<file path="src/rtl/temp_pulse_uart_sequencer.sv">
// temp_pulse_uart_sequencer: measures low-pulse width on a sensor input and sends it as a 3-byte UART frame
//   clk          system clock
//   rst          synchronous active-high reset
//   enable_i     measurement enable; low aborts ARM/COUNT, lets a frame finish then idles
//   sens_in_i    asynchronous sensor pulse, idle high, active low
//   tx_ready_i   UART TX accepts the offered byte this cycle
//   tx_valid_o   byte on tx_data_o is offered
//   tx_data_o    frame byte: header, {overflow, value[CNT_W-1:8]}, value[7:0]
//   meas_value_o last measured low-pulse width in cycles
//   meas_valid_o one-cycle strobe when meas_value_o updates
//   overflow_o   last measurement saturated
//   busy_o       any state other than IDLE
module temp_pulse_uart_sequencer #(
    parameter int unsigned CNT_W    = 11,
    parameter logic [7:0]  HDR_BYTE = 8'hA5
) (
    input  logic             clk,
    input  logic             rst,
    input  logic             enable_i,
    input  logic             sens_in_i,
    input  logic             tx_ready_i,
    output logic             tx_valid_o,
    output logic [7:0]       tx_data_o,
    output logic [CNT_W-1:0] meas_value_o,
    output logic             meas_valid_o,
    output logic             overflow_o,
    output logic             busy_o
);
    typedef enum logic [2:0] {IDLE, ARM, COUNT, SEND_HDR, SEND_HI, SEND_LO} state_e;
    localparam logic [CNT_W-1:0] CNT_MAX = '1;
    state_e           state_q;
    logic             s_meta_q, s_sync_q, s_prev_q, sat_q;
    logic [CNT_W-1:0] cnt_q;
    logic             fall;
    // only a genuine high-to-low transition starts a measurement
    assign fall = s_prev_q & ~s_sync_q;
    always_ff @(posedge clk) begin
        if (rst) begin
            state_q      <= IDLE;
            s_meta_q     <= 1'b1;
            s_sync_q     <= 1'b1;
            s_prev_q     <= 1'b1;
            sat_q        <= 1'b0;
            cnt_q        <= '0;
            tx_valid_o   <= 1'b0;
            tx_data_o    <= 8'h00;
            meas_value_o <= '0;
            meas_valid_o <= 1'b0;
            overflow_o   <= 1'b0;
            busy_o       <= 1'b0;
        end else begin
            s_meta_q     <= sens_in_i;
            s_sync_q     <= s_meta_q;
            s_prev_q     <= s_sync_q;
            meas_valid_o <= 1'b0;
            case (state_q)
                IDLE: if (enable_i) begin
                    state_q <= ARM;
                    busy_o  <= 1'b1;
                end
                ARM: if (!enable_i) begin
                    state_q <= IDLE;
                    busy_o  <= 1'b0;
                end else if (fall) begin
                    cnt_q   <= CNT_W'(1);
                    sat_q   <= 1'b0;
                    state_q <= COUNT;
                end
                COUNT: if (!enable_i) begin
                    state_q <= IDLE;
                    busy_o  <= 1'b0;
                end else if (s_sync_q) begin
                    meas_value_o <= cnt_q;
                    overflow_o   <= sat_q;
                    meas_valid_o <= 1'b1;
                    tx_valid_o   <= 1'b1;
                    tx_data_o    <= HDR_BYTE;
                    state_q      <= SEND_HDR;
                end else if (cnt_q == CNT_MAX) begin
                    sat_q <= 1'b1;
                end else begin
                    cnt_q <= cnt_q + CNT_W'(1);
                end
                // measurement registers are already updated when the header is on the bus
                SEND_HDR: if (tx_ready_i) begin
                    tx_data_o <= {overflow_o, 7'(meas_value_o >> 8)};
                    state_q   <= SEND_HI;
                end
                SEND_HI: if (tx_ready_i) begin
                    tx_data_o <= meas_value_o[7:0];
                    state_q   <= SEND_LO;
                end
                SEND_LO: if (tx_ready_i) begin
                    tx_valid_o <= 1'b0;
                    tx_data_o  <= 8'h00;
                    state_q    <= enable_i ? ARM : IDLE;
                    busy_o     <= enable_i;
                end
                default: begin
                    state_q <= IDLE;
                    busy_o  <= 1'b0;
                end
            endcase
        end
    end
endmodule
</file>
<file path="config.mk">
export PLATFORM = sky130hd
export DESIGN_NAME = temp_pulse_uart_sequencer
export DESIGN_NICKNAME = d
export VERILOG_FILES = /design/src/rtl/temp_pulse_uart_sequencer.sv
export SDC_FILE = /design/constraint.sdc
export NUM_CORES = 1
export LEC_CHECK = 0
export ABC_CLOCK_PERIOD_IN_PS = 2500
export BUFFER_PORTS_ARGS = -buffer_cell sky130_fd_sc_hd__buf_2
export CAP_MARGIN = 20
export CORE_UTILIZATION = 45
export DETAILED_ROUTE_END_ITERATION = 6
export GPL_ROUTABILITY_DRIVEN = 0
export HOLD_SLACK_MARGIN = 0.03
export SLEW_MARGIN = 20
export SYNTH_ARGS = -nofsm -noshare
export SYNTH_HDL_FRONTEND = slang
export SYNTH_SLANG_ARGS = --single-unit
</file>
<file path="constraint.sdc">
create_clock -name clk -period 2.5 [get_ports clk]
set_clock_uncertainty 0.05 [all_clocks]
set_input_delay 0.5 -clock clk [delete_from_list [all_inputs] [get_ports clk]]
set_output_delay 0.5 -clock clk [all_outputs]
set_load 0.05 [all_outputs]
</file>
==> results by group, run 1 <==
Yosys
  • Synth top area share: 0.403
  • Register bit total from synthesis: 41
  • Ys async rst share: 0
  • Post-synth top cells: dfxtp_1, nor2_1, a21oi_1
  • Syn nets: 238
  • Syn Inst Count: 232
  • Leading area contributor after synthesis: dfxtp_1
  • EDFF count, synth: 0
  • Sequential fraction of the synthesis area: 0.403
  • Top FF cell, synth: dfxtp_1
  • Number of distinct library cells after synthesis: 56
  • Mapped Area: 2040 um^2
  • Yosys warning total: 0
  • Mean post-synth cell area: 8.77 um^2
  • Top-count cell post-synth: dfxtp_1
  • Main area contributors after synthesis: dfxtp_1, mux2i_1, a21oi_1, nor2_1, nand3_1

Floorplanning
  • Core Area: 4350 um^2
  • Die Area: 4800 um^2
  • IO Count: 28
  • FP Rows: 24
  • Die width: 69.3 um
  • Starting Density: 0.468
  • Die Y: 69.3 um

Timing
  • RSZ-0062 raised after global routing: false
  • Setup violators final: 0
  • Final Max Slew Viols: 0
  • Setup TNS: 0 ns
  • Slew @ Worst Pin: 0.599 ns
  • Tmin final: 2.05 ns
  • Final Hold Fails: 0
  • Worst slew margin: 0.599
  • Fmax: 487 MHz
  • Worst setup slack after layout: 0.446 ns
  • Period utilisation layout: 0.822

Clocking
  • Root Driver: clkbuf_8
  • # resized after CTS: 0
  • TritonCTS Buffers: 5
  • CTS tree: done
  • Hold buffers post-CTS: 0
  • # clock sinks: 41
  • Insertion delay to the later sink of the worst-skew pair: roughly 0.30 ns
  • CTS clk-pin slew, worst paths: 0.08 ns
  • H-tree Lvls: 2
  • Post-CTS Setup Bufs: 0
  • Clk buf depth: 2

Layout
  • Share of layout cells above drive strength 1: 0.197
  • Final nets: about 260
  • Area grow syn2layout: 13.2%
  • # diodes: 0

Global route
  • Initial antenna violation count: 0
  • First-pass GRT wire length: 7.79 mm
  • GR Overflow Total: 0
  • Vias in the first global route: 1658
  • Largest net degree at the start of global routing: 29
  • Total track usage: 0.202

Critical path
  • Worst Reg-to-Reg Cells: 5
  • Reg2reg end: cnt_q[6]$_SDFFE_PP0P_
  • CP Max Fanout: 12
  • Worst R2R Start: cnt_q[0]$_SDFFE_PP0P_
  • Setup CP Type: register to register
  • R2R Setup Slk: around 0.45 ns
  • Critical Path AT: between 2 and 2.5 ns
  • Crit end category: register
  • Setup crit start kind: register
  • Required @ worst endpoint: 2.64 ns

Route
  • DR vias/cell: 5.93
  • Final wirelength: 4.53 mm
  • Drt wl/cell: 14.8 um
  • Antenna viol nets, final: 0
  • Via count: about 1800
  • Drt first pass iters: 4
  • # DRC: 0
  • Initial DRC Count: 100

Placement
  • DP Worst Slack: 0.370 ns
  • Port bufs: 27
  • DP HPWL: 3.19 mm

Flow run
  • Max cap viols: 0

Worst hold path
  • Worst Hold Depth: 2
  • Hold EP: s_meta_q$_SDFF_PP1_
  • Worst min-delay path category: input pin to register
  • HP Start: sens_in_i

Status
  • Status: finished, final reports clean

Pwr
  • Leak: 0.931 nW
  • Power Density: 585 nW/um^2
  • VDD IR max: 0.239 mV
[through the flow]
| stage | power [W] | hold slack, ns | cell area, um^2 | util | cells |
|---|---|---|---|---|---|
| global route | 0.00140 | 0.322 | 2300 | 0.529 | 306 |
| finish | 0.00135 | 0.336 | 2300 | 0.529 | 306 |
| detailed placement | 0.000797 | 0.347 | 2180 | 0.502 | 298 |
| CTS | 0.00137 | 0.325 | 2300 | 0.529 | 306 |
| floorplan | 0.000771 | 0.339 | 2040 | - | 232 |
| global placement | 0.000796 | 0.340 | 2180 | 0.502 | 298 |
[flip-flops by register name (all words and copies together), names as in the netlist, 3 cells and up]
register,flops
tx_data_o,8
cnt_q,11
meas_value_o,11
state_q,3
[final cells by class]
| class | instances | area [um^2] |
|---|---|---|
| Clock buffer | 6 | 82.6 |
| Clock inverter | 2 | 37.5 |
| Fill cell | 427 | 2050 |
| Inverter | 3 | 11.3 |
| Multi-Input combinational cell | 171 | 1120 |
| Sequential cell | 41 | 821 |
| Tap cell | 52 | 65.1 |
| Timing Repair Buffer | 31 | 165 |
[critical path, stage by stage (launching register included)]
cell and delay (ns):
dfxtp_1 0.42, ha_1 0.22, nand3_2 0.16, or4_4 0.67
and2_1 0.21, a32o_1 0.21
[where the power goes]
part / leakage (nW) / internal (W) / switching (W)
Combinational: 0.542 / 0.0000365 / 0.0000710
Sequential: 0.332 / 0.000663 / 0.0000112
Clock: 0.0574 / 0.000325 / 0.000242
[worst max path at each step]
| stage | from | depth (start not counted) | to | slack [ns] |
|---|---|---|---|---|
| after floorplan | cnt_q[0]$_SDFFE_PP0P_ | 6 | cnt_q[2]$_SDFFE_PP0P_ | 0.62 |
| after global placement | enable_i | 5 | cnt_q[4]$_SDFFE_PP0P_ | 0.39 |
| after detailed placement | enable_i | 5 | cnt_q[4]$_SDFFE_PP0P_ | 0.37 |
| after CTS | cnt_q[0]$_SDFFE_PP0P_ | 5 | cnt_q[6]$_SDFFE_PP0P_ | 0.46 |
| after global routing | cnt_q[0]$_SDFFE_PP0P_ | 5 | cnt_q[6]$_SDFFE_PP0P_ | 0.34 |
| final | cnt_q[0]$_SDFFE_PP0P_ | 5 | cnt_q[6]$_SDFFE_PP0P_ | 0.45 |
[routing by layer]
layer | vias to the layer above | wire length, um | track usage
li1 | 912 | - | -
met1 | 846 | 2210 | 0.266
met2 | 49 | 2040 | 0.315
met3 | 7 | 211 | 0.0567
met4 | 0 | 71 | 0.0703
met5 | - | 0 | 0
[placed cells by master, fill, tap and decap left out, types with 3 or more instances in the layout]
master and n:
a32o_1 3, mux2i_1 12, buf_4 4, or2_2 3
nor2_1 20, a21oi_1 15, dfxtp_1 41, a221o_1 3
nand4_1 6, a21o_1 3, nand3_1 13, o21a_1 3
inv_1 3, buf_2 27, o21ai_0 11, nand2b_1 5
nor3_1 6, o211ai_1 5, nor2b_1 7, a31oi_1 3
nand2_1 10, clkbuf_8 6
[cell families (layout without fill, tap and decap cells)]
logic type | Yosys count | in the layout | synth area share
simple gates | 92 | 92 | 0.262
buf+inv | 20 | 42 | 0.0455
mux | 12 | 12 | 0.0590
flops | 41 | 41 | 0.403
fa+ha+maj | 1 | 1 | 0.00615
compound gates | 66 | 66 | 0.224
Power figures use the tool's default switching activity.
==> inputs of run 2 (changes only) <==
ABC_CLOCK_PERIOD_IN_PS = 1950   (was 2500)
clock period = 1.95 ns   (was 2.5 ns; I/O delays follow)
==> run 2 against run 1 <==
Compared with the run above: wire length grew 6.6%; register-to-register slack lost 0.32 ns; sequential cell count is the same; non-clock buffer count grew 19; first-iteration DRC count shrank 2.0%; critical endpoint is now cnt_q[4]$_SDFFE_PP0P_.
==> results by group, run 2 (synthesis gave the netlist of run 1 again) <==
Placement
  • Port bufs: 27 (unchanged)
  • DP Worst Slack: 0.0659 ns (was 0.370 ns)
  • DP HPWL: 3.51 mm (was 3.19 mm)

Floorplanning
  • Core Area: 4350 um^2 (unchanged)
  • Die width: 69.3 um (unchanged)
  • IO Count: 28 (unchanged)
  • Die Y: 69.3 um (unchanged)
  • FP Rows: 24 (unchanged)
  • Die Area: 4800 um^2 (unchanged)
  • Starting Density: 0.468 (unchanged)

Pwr
  • Seq pwr share: 0.518 (was 0.500)
  • Int Power: 0.00128 W (was 0.00102 W)
  • Sw Share: 0.235 (was 0.241)
  • Switching power: 0.000392 W (was 0.000324 W)
  • Total chip power: 0.00167 W (was 0.00135 W)
  • Combinational share of power: 0.090 (was 0.080)
  • Power Density: 686 nW/um^2 (was 585 nW/um^2)
  • VDD IR max: 0.373 mV (was 0.239 mV)
  • Clock Power Share: 0.393 (was 0.421)
  • Leak: 1.02 nW (was 0.931 nW)

Route
  • Final wirelength: 4.83 mm (was 4.53 mm)
  • Via count: 1861 (was 1814)
  • Initial DRC Count: 98 (was 100)
  • Drt wl/cell: 14.9 um (was 14.8 um)
  • Antenna viol nets, final: 0 (unchanged)
  • DR vias/cell: 5.74 (was 5.93)
  • Drt first pass iters: 4 (unchanged)
  • # DRC: 0 (unchanged)

Flow run
  • Max cap viols: 0 (unchanged)

Global route
  • GR Overflow Total: 0 (unchanged)
  • Total track usage: 0.215 (was 0.202)
  • First-pass GRT wire length: 8.31 mm (was 7.79 mm)
  • Largest net degree at the start of global routing: 17 (was 29)
  • Vias in the first global route: 1778 (was 1658)
  • Initial antenna violation count: 0 (unchanged)

Critical path
  • Setup crit start kind: register (unchanged)
  • Crit path max-delay cell type: or4_4 (unchanged)
  • Required @ worst endpoint: 2.09 ns (was 2.64 ns)
  • Critical Path AT: 1.96 ns (was 2.19 ns)
  • CP Max Fanout: 12 (unchanged)
  • Crit end category: register (unchanged)
  • CP max stage delay: 0.61 ns (was 0.67 ns)
  • Setup CP Type: register to register (unchanged)
  • Critical-path cell list: ha_2 > nand3_2 > or4_4 > and2_1 > a32o_1 (was ha_1 > nand3_2 > or4_4 > and2_1 > a32o_1)

Layout
  • Most common cell after layout, fill and taps aside: dfxtp_1 (unchanged)
  • Most frequent cells in the layout: dfxtp_1, buf_2, buf_4 (was dfxtp_1, buf_2, nor2_1)
  • Multi-input combinational cell area: 1120 um^2 (about the same)
  • Share of layout cells above drive strength 1: 0.257 (was 0.197)
  • Final nets: 278 (was 259)
  • Largest regs: cnt_q: 11 flops, meas_value_o: 11 flops, tx_data_o: 8 flops (unchanged)
  • Area grow syn2layout: 19.6% (was 13.2%)
  • Fill cells: 405 (was 427)
  • # diodes: 0 (unchanged)
  • Register area: 822 um^2 (was 821 um^2)

Status
  • Status: finished, final reports clean (unchanged)

Clocking
  • Clk buf depth: 2 (unchanged)
  • CTS tree: done (unchanged)
  • Root Driver: clkbuf_8 (unchanged)
  • # resized after CTS: 0 (unchanged)
  • Insertion delay to the later sink of the worst-skew pair: 0.29 ns (was 0.30 ns)
  • CTS clk-pin slew, worst paths: 0.08 ns (about the same)
  • TritonCTS Buffers: 5 (unchanged)
  • Post-CTS Setup Bufs: 0 (unchanged)
  • Hold buffers post-CTS: 0 (unchanged)
  • # clock sinks: 41 (unchanged)
  • H-tree Lvls: 2 (unchanged)

Timing
  • Final Max Slew Viols: 0 (unchanged)
  • Period utilisation layout: 0.938 (was 0.822)
  • Slew @ Worst Pin: 0.412 ns (was 0.599 ns)
  • RSZ-0062 raised after global routing: false (unchanged)
  • Setup TNS: 0 ns (unchanged)
  • Fmax: 547 MHz (was 487 MHz)
  • Worst setup slack after layout: 0.122 ns (was 0.446 ns)
  • Final Hold Fails: 0 (unchanged)
  • Tmin final: 1.83 ns (was 2.05 ns)
  • Setup violators final: 0 (unchanged)
  • Worst slew margin: 0.725 (was 0.599)

Worst hold path
  • Worst min-delay path category: input pin to register (unchanged)
run 2: final timing paths:
check / startpoint / end / slack [ns] / cells past startpoint
setup reg to reg: cnt_q[1]$_SDFFE_PP0P_ / cnt_q[4]$_SDFFE_PP0P_ / 0.12 / 5
setup / recovery: cnt_q[1]$_SDFFE_PP0P_ / cnt_q[4]$_SDFFE_PP0P_ / 0.12 / 5
hold reg to reg: s_meta_q$_SDFF_PP1_ / s_sync_q$_SDFF_PP1_ / 0.36 / 1
hold / removal: sens_in_i / s_meta_q$_SDFF_PP1_ / 0.23 / 2
run 2: layer usage:
metal | vias up | share of wire | track usage
met5 | - | 0 | 0
met2 | 55 | 0.46 | 0.342
li1 | 943 | - | -
met1 | 858 | 0.48 | 0.281
met3 | 5 | 0.050 | 0.0567
met4 | 0 | 0.014 | 0.0748
run 2: layout make-up:
cell class,count,area share
well taps,52,0.0267
inverters,3,0.00462
clock buffers,5,0.0283
repair buffers,50,0.126
multi-input cells,171,0.462
clock inverters,2,0.0144
flip-flops and latches,41,0.338
run 2: stage by stage:
step                hold WS, ns  utilization  std cells  cell area, um^2
floorplan                 0.339            -        232             2040
global placement          0.344        0.534        317             2330
detailed placement        0.346        0.534        317             2330
CTS                       0.216        0.558        324             2430
global route              0.223        0.559        324             2430
finish                    0.228        0.559        324             2430
run 2: power by group through the flow:
stage | combinational, W | sequential [W] | clock (W)
2_1_floorplan | 0.0000862 | 0.000902 | 0
3_3_place_gp | 0.000149 | 0.000883 | 0
3_5_place_dp | 0.000150 | 0.000884 | 0
4_1_cts | 0.000150 | 0.000864 | 0.000670
5_1_grt | 0.000166 | 0.000867 | 0.000701
6_report | 0.000150 | 0.000864 | 0.000656
run 2: critical path, delay by kind of cell, from the launching register on:
kind | cells | cell delay [ns]
adders and majority gates | 1 | 0.20
DFF | 1 | 0.36
AOI/OAI and AO/OA | 1 | 0.21
and+or+nand+nor | 3 | 0.89
==> inputs of run 3 (changes only) <==
REMOVE_ABC_BUFFERS = 1   (was unset)
==> run 3 against run 2 <==
Compared with the run above: critical path depth is 2 higher; sequential cell count stayed put; core utilization hardly changed; sequential share of layout area is 0.069 points lower; largest cell class unchanged; clock power is 9.8% higher; combinational power hardly changed; die area stayed put; cell count stayed put; register-to-register slack worse by 0.02 ns; wire length is 9.6% higher; worst setup slack worse by 0.024 ns; total power is 3.7% higher.
==> results by group, run 3 (synthesis gave the netlist of run 1 again) <==
Critical path
  • Crit path max-delay cell type: nor4_2 (was or4_4)
  • Crit-path most repeated cell: buf_4
  • CP endpoint: cnt_q[0]$_SDFFE_PP0P_ (was cnt_q[4]$_SDFFE_PP0P_)
  • Critical Path AT: 2.00 ns (was 1.96 ns)
  • Critical-path cell list: ha_1 > nand3_2 > buf_4 > nor4_2 > buf_4 > nor3_1 > o21a_1 (was ha_2 > nand3_2 > or4_4 > and2_1 > a32o_1)
  • Crit end category: register (unchanged)
  • Setup crit start kind: register (unchanged)
  • Worst Reg-to-Reg Cells: 7 (was 5)
  • R2R Setup Slk: 0.1 ns (was 0.12 ns)
  • Required @ worst endpoint: 2.10 ns (was 2.09 ns)
  • Crit path launch: cnt_q[0]$_SDFFE_PP0P_ (was cnt_q[1]$_SDFFE_PP0P_)
  • Setup CP Type: register to register (unchanged)
  • Worst R2R Start: cnt_q[0]$_SDFFE_PP0P_ (was cnt_q[1]$_SDFFE_PP0P_)
  • Reg2reg end: cnt_q[0]$_SDFFE_PP0P_ (was cnt_q[4]$_SDFFE_PP0P_)
  • CP Max Fanout: 6 (was 12)
  • CP max stage delay: 0.47 ns (was 0.61 ns)

Layout
  • Final nets: 277 (was 278)
  • Fin area: 2440 um^2 (was 2430 um^2)
  • Share of layout cells above drive strength 1: 0.246 (was 0.257)
  • Largest regs: cnt_q: 11 flops, meas_value_o: 11 flops, tx_data_o: 8 flops (unchanged)
  • Area grow syn2layout: 19.7% (was 19.6%)
  • Fill cells: 426 (was 405)
  • Most common cell after layout, fill and taps aside: dfxtp_1 (unchanged)
  • Multi-input combinational cell area: 1120 um^2 (about the same)
  • Register area: 821 um^2 (was 822 um^2)
  • Most frequent cells in the layout: dfxtp_1, buf_2, buf_4 (unchanged)
  • # diodes: 0 (unchanged)

Floorplanning
  • Die width: 69.3 um (unchanged)
  • Core Area: 4350 um^2 (unchanged)
  • Starting Density: 0.468 (unchanged)
  • IO Count: 28 (unchanged)
  • Die Area: 4800 um^2 (unchanged)
  • Die Y: 69.3 um (unchanged)
  • FP Rows: 24 (unchanged)

Timing
  • Slew @ Worst Pin: 0.465 ns (was 0.412 ns)
  • Setup TNS: 0 ns (unchanged)
  • Setup violators final: 0 (unchanged)
  • Final Hold Fails: 0 (unchanged)
  • Fmax: 540 MHz (was 547 MHz)
  • RSZ-0062 raised after global routing: false (unchanged)
  • Worst slew margin: 0.687 (was 0.725)
  • Period utilisation layout: 0.950 (was 0.938)
  • Worst setup slack after layout: 0.0975 ns (was 0.122 ns)
  • Tmin final: 1.85 ns (was 1.83 ns)
  • Final Max Slew Viols: 0 (unchanged)

Placement
  • Port bufs: 27 (unchanged)
  • DP Worst Slack: 0.116 ns (was 0.0659 ns)
  • DP HPWL: 3.79 mm (was 3.51 mm)
  • DP Area: 2320 um^2 (was 2330 um^2)

Route
  • # DRC: 0 (unchanged)
  • Drt first pass iters: 6 (was 4)
  • Via count: 1858 (was 1861)
  • Drt wl/cell: 16.3 um (was 14.9 um)
  • Antenna viol nets, final: 0 (unchanged)
  • DR vias/cell: 5.73 (was 5.74)
  • Initial DRC Count: 85 (was 98)
  • Final wirelength: 5.29 mm (was 4.83 mm)

Clocking
  • # clock sinks: 41 (unchanged)
  • Post-CTS Setup Bufs: 0 (unchanged)
  • Clk buf depth: 2 (unchanged)
  • CTS tree: done (unchanged)
  • # resized after CTS: 0 (unchanged)
  • Hold buffers post-CTS: 0 (unchanged)
  • CTS clk-pin slew, worst paths: 0.08 ns (about the same)
  • H-tree Lvls: 2 (unchanged)
  • TritonCTS Buffers: 5 (unchanged)
  • Root Driver: clkbuf_8 (unchanged)
  • Insertion delay to the later sink of the worst-skew pair: 0.30 ns (was 0.29 ns)

Status
  • Status: finished, final reports clean (unchanged)

Global route
  • Vias in the first global route: 1706 (was 1778)
  • GR Overflow Total: 0 (unchanged)
  • Total track usage: 0.228 (was 0.215)
  • Initial antenna violation count: 0 (unchanged)
  • First-pass GRT wire length: 8.67 mm (was 8.31 mm)
  • Largest net degree at the start of global routing: 24 (was 17)

Flow run
  • Max cap viols: 0 (unchanged)

Pwr
  • Total chip power: 0.00173 W (was 0.00167 W)
  • VDD IR max: 0.414 mV (was 0.373 mV)
  • Power Density: 711 nW/um^2 (was 686 nW/um^2)
  • Leak: 1.02 nW (about the same)

Worst hold path
  • Worst min-delay path category: input pin to register (unchanged)
run 3: per-stage QoR:
step | hold WS [ns] | utilization | std cells
finish | 0.226 | 0.559 | 324
detailed placement | 0.348 | 0.533 | 316
global placement | 0.353 | 0.533 | 316
floorplan | 0.339 | - | 215
global route | 0.220 | 0.559 | 324
CTS | 0.220 | 0.559 | 324
run 3: how the worst min path moves through the flow:
stage                         from                  end  slack [ns]  cells after the start
2_1_floorplan  s_meta_q$_SDFF_PP1_  s_sync_q$_SDFF_PP1_        0.34                      1
3_3_place_gp   s_meta_q$_SDFF_PP1_  s_sync_q$_SDFF_PP1_        0.35                      1
3_5_place_dp   s_meta_q$_SDFF_PP1_  s_sync_q$_SDFF_PP1_        0.35                      1
4_1_cts                  sens_in_i  s_meta_q$_SDFF_PP1_        0.22                      2
5_1_grt                  sens_in_i  s_meta_q$_SDFF_PP1_        0.22                      2
6_report                 sens_in_i  s_meta_q$_SDFF_PP1_        0.23                      2
run 3: power by group:
group	switching [W]	leakage [nW]	internal, W
Sequential	0.0000152	0.332	0.000850
Clock	0.000303	0.0585	0.000418
Combinational	0.0000945	0.631	0.0000526
run 3: layout make-up:
class	instances	area share
clock buffer	7	0.0354
clock inverter	1	0.0123
inverter	3	0.00462
multi-input combinational	171	0.461
sequential	41	0.337
tap	52	0.0267
timing repair buffer	49	0.123
run 3: critical path: cells and delay by family (launching register included):
family | cells | cell delay, ns
flops | 1 | 0.34
buf+inv | 2 | 0.40
simple gates | 3 | 0.61
fa+ha+maj | 1 | 0.20
compound gates | 1 | 0.16
run 3: per-layer routing:
metal  up-vias  GRT usage  share of wire
met5         -          0              0
met4         0     0.0748          0.015
met3         8     0.0436          0.036
met2        43      0.360           0.46
met1       869      0.311           0.49
li1        938          -              -
